## src/rtl/riscv_pkg.sv

```systemverilog
// Shared definitions for the RV32 core: opcodes, the canonical NOP and the fetch FSM states.
package riscv_pkg;

    localparam logic [6:0]  OPC_RTYPE  = 7'b0110011;
    localparam logic [6:0]  OPC_LOAD   = 7'b0000011;
    localparam logic [6:0]  OPC_STORE  = 7'b0100011;
    localparam logic [6:0]  OPC_BRANCH = 7'b1100011;

    localparam logic [31:0] NOP_INSTR  = 32'h0000_0013;

    typedef enum logic [1:0] {
        FETCH = 2'd0,
        WAIT  = 2'd1,
        DRAIN = 2'd2
    } fetch_state_e;

    function automatic logic [31:0] align_word(input logic [31:0] addr);
        return {addr[31:2], 2'b00};
    endfunction

endpackage

```

## src/rtl/if_id_reg.sv

```systemverilog
// IF/ID pipeline register with a one-entry skid that absorbs the single response
// that can land while decode is stalled; a flush empties both entries.
module if_id_reg
    import riscv_pkg::*;
(
    input  logic        clk,
    input  logic        rst_n,
    input  logic        flush_i,
    input  logic        stall_i,
    input  logic        rsp_valid_i,
    input  logic [31:0] rsp_instr_i,
    input  logic [31:0] rsp_pc_i,
    output logic        skid_valid_o,
    output logic        id_valid_o,
    output logic [31:0] id_instr_o,
    output logic [31:0] id_pc_o
);

    logic        id_valid_q,   id_valid_d;
    logic [31:0] id_instr_q,   id_instr_d;
    logic [31:0] id_pc_q,      id_pc_d;
    logic        skid_valid_q, skid_valid_d;
    logic [31:0] skid_instr_q, skid_instr_d;
    logic [31:0] skid_pc_q,    skid_pc_d;

    always_comb begin
        id_valid_d   = id_valid_q;
        id_instr_d   = id_instr_q;
        id_pc_d      = id_pc_q;
        skid_valid_d = skid_valid_q;
        skid_instr_d = skid_instr_q;
        skid_pc_d    = skid_pc_q;
        if (flush_i) begin
            id_valid_d   = 1'b0;
            skid_valid_d = 1'b0;
        end else if (!id_valid_q || !stall_i) begin
            // The skid always holds the older instruction, so it drains first.
            if (skid_valid_q) begin
                id_valid_d   = 1'b1;
                id_instr_d   = skid_instr_q;
                id_pc_d      = skid_pc_q;
                skid_valid_d = 1'b0;
            end else if (rsp_valid_i) begin
                id_valid_d   = 1'b1;
                id_instr_d   = rsp_instr_i;
                id_pc_d      = rsp_pc_i;
            end else begin
                id_valid_d   = 1'b0;
            end
        end else if (rsp_valid_i) begin
            skid_valid_d = 1'b1;
            skid_instr_d = rsp_instr_i;
            skid_pc_d    = rsp_pc_i;
        end
    end

    always_ff @(posedge clk or negedge rst_n) begin
        if (!rst_n) begin
            id_valid_q   <= 1'b0;
            id_instr_q   <= NOP_INSTR;
            id_pc_q      <= 32'h0;
            skid_valid_q <= 1'b0;
        end else begin
            id_valid_q   <= id_valid_d;
            id_instr_q   <= id_instr_d;
            id_pc_q      <= id_pc_d;
            skid_valid_q <= skid_valid_d;
        end
    end

    always_ff @(posedge clk) begin
        skid_instr_q <= skid_instr_d;
        skid_pc_q    <= skid_pc_d;
    end

    assign skid_valid_o = skid_valid_q;
    assign id_valid_o   = id_valid_q;
    assign id_instr_o   = id_instr_q;
    assign id_pc_o      = id_pc_q;

endmodule

```

## src/rtl/fetch_unit.sv

```systemverilog
// Instruction fetch stage: owns the PC, keeps one request outstanding to instruction
// memory and hands responses to decode through the IF/ID register.
module fetch_unit
    import riscv_pkg::*;
#(
    parameter logic [31:0] RESET_PC = 32'h0000_0000
) (
    input  logic        clk,
    input  logic        rst_n,
    output logic        imem_req,
    output logic [31:0] imem_addr,
    input  logic        imem_ready,
    input  logic        imem_rvalid,
    input  logic [31:0] imem_rdata,
    input  logic        redirect_valid,
    input  logic [31:0] redirect_pc,
    input  logic        id_stall,
    output logic        id_valid,
    output logic [31:0] id_instr,
    output logic [31:0] id_pc
);

    fetch_state_e state_q, state_d;
    logic [31:0]  pc_q, pc_d;
    logic [31:0]  req_pc_q, req_pc_d;
    logic         skid_valid;
    logic         rsp_valid;

    always_ff @(posedge clk or negedge rst_n) begin
        if (!rst_n) begin
            state_q <= FETCH;
            pc_q    <= RESET_PC;
        end else begin
            state_q <= state_d;
            pc_q    <= pc_d;
        end
    end

    always_ff @(posedge clk) begin
        req_pc_q <= req_pc_d;
    end

    always_comb begin
        state_d  = state_q;
        pc_d     = pc_q;
        req_pc_d = req_pc_q;
        unique case (state_q)
            FETCH: begin
                if (redirect_valid) begin
                    pc_d = align_word(redirect_pc);
                end else if (imem_req && imem_ready) begin
                    req_pc_d = pc_q;
                    pc_d     = pc_q + 32'd4;
                    state_d  = WAIT;
                end
            end
            WAIT: begin
                // A response coincident with a redirect is stale and simply dropped.
                if (redirect_valid) begin
                    pc_d    = align_word(redirect_pc);
                    state_d = imem_rvalid ? FETCH : DRAIN;
                end else if (imem_rvalid) begin
                    state_d = FETCH;
                end
            end
            DRAIN: begin
                if (redirect_valid) pc_d = align_word(redirect_pc);
                if (imem_rvalid) state_d = FETCH;
            end
            default: state_d = FETCH;
        endcase
    end

    // Issue is blocked while the skid is full, so the skid can never be overwritten.
    always_comb begin
        imem_req  = rst_n && (state_q == FETCH) && !skid_valid && !redirect_valid;
        rsp_valid = (state_q == WAIT) && imem_rvalid && !redirect_valid;
    end

    assign imem_addr = pc_q;

    if_id_reg u_if_id (
        .clk          (clk),
        .rst_n        (rst_n),
        .flush_i      (redirect_valid),
        .stall_i      (id_stall),
        .rsp_valid_i  (rsp_valid),
        .rsp_instr_i  (imem_rdata),
        .rsp_pc_i     (req_pc_q),
        .skid_valid_o (skid_valid),
        .id_valid_o   (id_valid),
        .id_instr_o   (id_instr),
        .id_pc_o      (id_pc)
    );

endmodule

```

## config.mk

```make
export PLATFORM = sky130hd
export DESIGN_NAME = fetch_unit
export DESIGN_NICKNAME = d
export VERILOG_FILES = /design/src/rtl/riscv_pkg.sv /design/src/rtl/if_id_reg.sv /design/src/rtl/fetch_unit.sv
export SDC_FILE = /design/constraint.sdc
export NUM_CORES = 1
export LEC_CHECK = 0
export BUFFER_PORTS_ARGS = -buffer_cell sky130_fd_sc_hd__buf_2
export CORE_MARGIN = 2
export CORE_UTILIZATION = 40
export CTS_BUF_LIST = sky130_fd_sc_hd__clkbuf_2 sky130_fd_sc_hd__clkbuf_4 sky130_fd_sc_hd__clkbuf_8
export CTS_CLUSTER_DIAMETER = 60
export DETAILED_ROUTE_END_ITERATION = 16
export GPL_ROUTABILITY_DRIVEN = 0
export GPL_TIMING_DRIVEN = 0
export HOLD_SLACK_MARGIN = 0.06
export PLACE_DENSITY = 0.74
export SLEW_MARGIN = 10
export SYNTH_ARGS = -nofsm -noshare
export SYNTH_HDL_FRONTEND = slang
export SYNTH_SLANG_ARGS = --single-unit
```

## constraint.sdc

```tcl
create_clock -name clk -period 5.2 [get_ports clk]
set_input_delay 0 -clock clk [delete_from_list [all_inputs] [get_ports clk]]
set_output_delay 0 -clock clk [all_outputs]
set_load 0.005 [all_outputs]
```

; ---- Word-level counts from Yosys, hierarchy flattened
; Cells that the tools add are included.
[op_classes]
addsub = 1
bitwise_logic = 2
n_eq_ne = 6
n_mux = 21
n_reduce_logical = 22
[op_table]
columns = cell, n
row1 = 32-bit two-way mux, 7
row2 = 32-bit one-hot mux with 2 select lines, 1
row3 = 32-bit by 3-bit adder with 32-bit output (second input constant), 1
row4 = 3-bit AND reduction, 4
row5 = 2-bit two-way mux, 5
row6 = 1-bit two-way mux, 7
row7 = 1-bit logical AND, 6
row8 = 2-bit one-hot mux with 3 select lines, 1
row9 = 2-bit nonzero test, 3
row10 = 1-bit logical NOT, 4
row11 = 2-bit inequality test (second input constant), 2
row12 = 3-bit inequality test (second input constant), 1
row13 = 3-bit nonzero test, 1
row14 = 2-bit by 1-bit equality test with 1-bit output (second input constant), 1
row15 = 2-bit equality test (second input constant), 1
row16 = 2-bit logical NOT, 1
row17 = 2-bit by 1-bit inequality test with 1-bit output (second input constant), 1
row18 = 1-bit inverter, 2
row19 = 2-bit AND reduction, 1
row20 = 2-bit OR reduction, 1
row21 = 1-bit logical OR, 1
[totals]
wordCells = 61
out_inout_bits = 98
in_bits = 70
register_bits = 196

; ---- Logic depth before layout (Yosys ltp)
[logic_depth]
word_depth = 8
ltp_mapped = 8
mapped_depth_nobuf = 7

; ---- Hierarchy
; A second synthesis with hierarchy kept.
[unflattened]
hier_cells = 592
area_unflattened_um2 = 8479.4
[by_module_without_submodules]
columns = mod, seq_area_each_um2, area_per_inst_um2, cells_per_inst, n_inst
row1 = if_id_reg, 3577.2, 5166.2, 277, 1
row2 = fetch_unit, 1701.6, 3313.2, 315, 1

; ---- Worst setup path before layout
; Ideal clock, no wire load.
[synth_path]
kind = reg-to-reg
from = reg state_q[1]
to = reg u_if_id.skid_instr_q[0] (enable)
period_less_slack_ns = 5.503
setup_time_ns = 0.559
setup_slack_ns = -0.303
path_stages_with_launch = 5
n_path_buf = 0
arrival_time_ns = 4.945
required_time_ns = 4.641
path_cell_list = dfrtp_1 inv_1 ha_1 nand2_1 nor3_1
[synth_via]
elab_chain_cells = 4
[synth_lines]
columns = item, line
row1 = "start, declared", fetch_unit.sv:23  ; fetch_state_e state_q, state_d;
row2 = "start signal, assigned", fetch_unit.sv:34  ; state_q <= state_d;
row3 = 2-bit by 1-bit equality test with 1-bit output, fetch_unit.sv:77  ; rsp_valid = (state_q == WAIT) && imem_rvalid && !redirect_valid;
row4 = 1-bit logical AND (2 in series), fetch_unit.sv:77
row5 = 3-bit AND reduction (no source line), n/a
row6 = "end signal, assigned", if_id_reg.sv:72  ; skid_instr_q <= skid_instr_d;
row7 = "end, declared", if_id_reg.sv:23  ; logic [31:0] skid_instr_q, skid_instr_d;
; No other way between the ends.
; A chain may end at the register's enable or synchronous reset.

; ---- Worst setup path after layout
[layout_path]
from = in rst_n
to = reg pc_q[19] (netlist: imem_addr[19])
[layout_via]
elab_chain_cells = 6
[layout_lines]
columns = item, line
row1 = "start, declared", fetch_unit.sv:9  ; input logic rst_n,
row2 = 1-bit logical AND (3 in series), fetch_unit.sv:76  ; imem_req = rst_n && (state_q == FETCH) && !skid_valid && !redirect_valid;
row3 = 1-bit logical AND, fetch_unit.sv:51  ; end else if (imem_req && imem_ready) begin
row4 = 3-bit inequality test (no source line), n/a
row5 = 3-bit AND reduction (no source line), n/a
row6 = "end signal, assigned", fetch_unit.sv:35  ; pc_q <= pc_d;
row7 = "end, declared", fetch_unit.sv:24  ; logic [31:0] pc_q, pc_d;
; No other way between the ends.

==> flow_metrics.env <==
export IMPL_cts_root_buf="clkbuf_8"
export IMPL_grt_start_max_net_pins=81
export IMPL_fillerInstances=1688
export IMPL_synthArstFlopShare=0.511
export IMPL_die_height_um=143
export IMPL_ioPinCount=168
export IMPL_final_cells=1161
export IMPL_clock_skew_ns=0.0109
export IMPL_first_iter_violations=424
export IMPL_hold_viol_final=0
export IMPL_postLayoutSetupSlackWorst_ns=2.20
export IMPL_p_per_area_nw_per_um2=474
export IMPL_clockBufferDepth=2
export IMPL_num_vias=6090
export IMPL_crit_type="primary input to register"
export IMPL_core_um2=19300
export IMPL_clk_pin_slew_worst_paths_ns=0.10
export IMPL_synth_edf_count=92
export IMPL_viasPerCell=5.25
export IMPL_synthCells=626
export IMPL_wl_per_cell_um=18.2
export IMPL_worstSkewPairLatency_ns=0.45
export IMPL_drcViolationCount=0
export IMPL_crit_path_end_kind="register"
export IMPL_max_slew_margin=0.445
export IMPL_worstHoldPathType="primary input to register"
export IMPL_dieArea_um2=20600
export IMPL_finalSetupTns_ns=0
export IMPL_antenna_cells=0
export IMPL_grt_pass1_vias=6084
export IMPL_worstPathRequired_ns=5.52
export IMPL_max_freq_ghz=0.334
export IMPL_synth_ff_type="dfrtp_1"
export IMPL_hold_slack_ns=0.277
export IMPL_slew_viol_final=0
export IMPL_clock_sinks=188
export IMPL_cp_start_kind="primary input"
export IMPL_final_nets=958
export IMPL_numPortBuffers=160
export IMPL_antenna_found_initial=0
export IMPL_first_pass_iters=5
export IMPL_yosys_cell_types_count=52
export IMPL_grt_overflow_total=0
export IMPL_track_usage=0.209
export IMPL_drt_wl_total_mm=21.1
export IMPL_fin_util=0.523
export IMPL_post_cts_resized=0
export IMPL_setup_violations=0
export IMPL_worstPathArrival_ns=3.31
export IMPL_ys_seq_area_frac=0.664
export IMPL_synth_seq_cells=188
export IMPL_pre_cts_slack_ns=2.53
export IMPL_synth_area_per_cell_um2=12.4
export IMPL_fin_crit_sh=0.576
export IMPL_std_cell_rows=51
export IMPL_die_w_um=143
export IMPL_p_leak_nw=3.87
export IMPL_cts_max_level=4
export IMPL_drive_above_1_share=0.252
export IMPL_period_needed_ns=3.00
export IMPL_ys_warn_count=0
export IMPL_syn_area_um2=7780
export IMPL_outcome="completed"
export IMPL_cts_inserted_buffers=17
export IMPL_crit_fanout=80
export IMPL_start_util=0.404
export IMPL_drtAntennaViolNets=0
export IMPL_worst_slew_pin_slew_ns=0.830
export IMPL_syn2layout_area_growth_pct=29.7
export IMPL_hpwl_mm=14.0
export IMPL_rsz0062_at_grt="false"
export IMPL_grt_pass1_wl_mm=32.6
export IMPL_drv_cap=0
export IMPL_dpl_cell_count=1059
export IMPL_tritoncts="yes"
export IMPL_max_vdd_ir_drop_uv=211
==> worst paths after layout <==
kind                       depth (start not counted)                           endpoint                    from  slack [ns]
setup / recovery                                   9          imem_addr[19]$_DFFE_PN0P_                   rst_n        2.20
hold / removal                                     6          imem_addr[31]$_DFFE_PN0P_              imem_ready        0.28
min in group asynchronous                          3  u_if_id.id_instr_o[1]$_DFFE_PN1P_                   rst_n        0.60
max in group asynchronous                          4  u_if_id.id_instr_o[8]$_DFFE_PN0P_                   rst_n        3.37
setup reg to reg                                   7          imem_addr[19]$_DFFE_PN0P_  state_q[1]$_DFFE_PN0P_        2.46
hold reg to reg                                    0    u_if_id.skid_pc_q[19]$_DFFE_PP_  req_pc_q[19]$_DFFE_PP_        0.45
==> cell usage after synthesis, types with 9 or more instances <==
master,instances,area [um^2]
buf_2,10,50.1
nor2_1,85,319
nand4_1,9,56.3
o22ai_1,14,87.6
mux2i_1,63,631
dfrtp_1,93,2330
o21ai_0,15,75.1
edfxtp_1,92,2760
nand2_1,27,101
a2bb2oi_1,11,96.3
nand3_1,13,65.1
a21oi_1,99,495
clkbuf_1,20,75.1
==> layout make-up <==
class                   instances  area (um^2)  area share
well taps                     265          332      0.0329
clock inverters                12         75.1     0.00744
plain buffers                  39          174      0.0172
flip-flops and latches        188         5170       0.512
clock buffers                  20          256      0.0254
repair buffers                235         1620       0.161
inverters                       4         15.0     0.00149
multi-input cells             398         2450       0.242
==> power by group <==
group,internal [W],switching (W)
Sequential,0.00201,0.000361
Clock,0.000342,0.000509
Combinational,0.000697,0.000864
Total,0.00304,0.00173
==> what timing repair did <==
| action | 4_1_cts | 5_1_grt |
|---|---|---|
| hold endpoints to repair | 201 | 0 |
| setup buffers | 0 | 0 |
| hold buffers | 70 | 0 |
==> critical path: stages <==
cell	delay, ns
dlygate4sd3_1	0.52
dlygate4sd3_1	0.57
buf_6	0.13
buf_16	0.33
nand4bb_1	0.25
a21oi_1	0.30
clkbuf_1	0.50
buf_1	0.51
a21oi_1	0.15
==> cell families after synthesis <==
family          share of synthesized area
compound gates                      0.121
flops                               0.664
simple gates                        0.101
mux                                0.0811
fa+ha+maj                         0.00804
buf+inv                            0.0243
other cells                      0.000482
==> registers in the layout (all words and copies together), names as in the netlist <==
register              flops
u_if_id.id_pc_o          30
u_if_id.id_valid_o        1
u_if_id.skid_pc_q        30
state_q                   2
u_if_id.id_instr_o       32
u_if_id.skid_valid_o      1
u_if_id.skid_instr_q     32
imem_addr                30
req_pc_q                 30
==> stage by stage <==
stage / cell area, um^2 / total power, W
after CTS: 10100 / 0.00480
after detailed placement: 9050 / 0.00391
final: 10100 / 0.00478
after global placement: 8930 / 0.00385
after global routing: 10100 / 0.00511
after floorplan: 7800 / 0.00315
==> layout by cell type (no fill, tap or decap), types with 4 or more instances in the layout <==
cell             n
a21oi_1         99
a2bb2oi_1       11
buf_1            5
buf_2          169
buf_4            4
clkbuf_1        20
clkbuf_8        17
conb_1           4
dfrtp_1         93
dlygate4sd3_1   70
edfxtp_1        92
ha_1             5
inv_1            4
mux2i_1         63
nand2_1         27
nand3_1         13
nand4_1          9
nor2_1          85
nor3_1           5
o21ai_0         15
o22ai_1         14
==> per-layer routing <==
metal | GRT usage | up-vias | part of all wire
met3 | 0.0510 | 36 | 0.066
met2 | 0.350 | 237 | 0.49
li1 | - | 2828 | -
met5 | 0 | - | 0
met4 | 0.0666 | 0 | 0.017
met1 | 0.267 | 2989 | 0.43
Power figures use the tool's default switching activity.
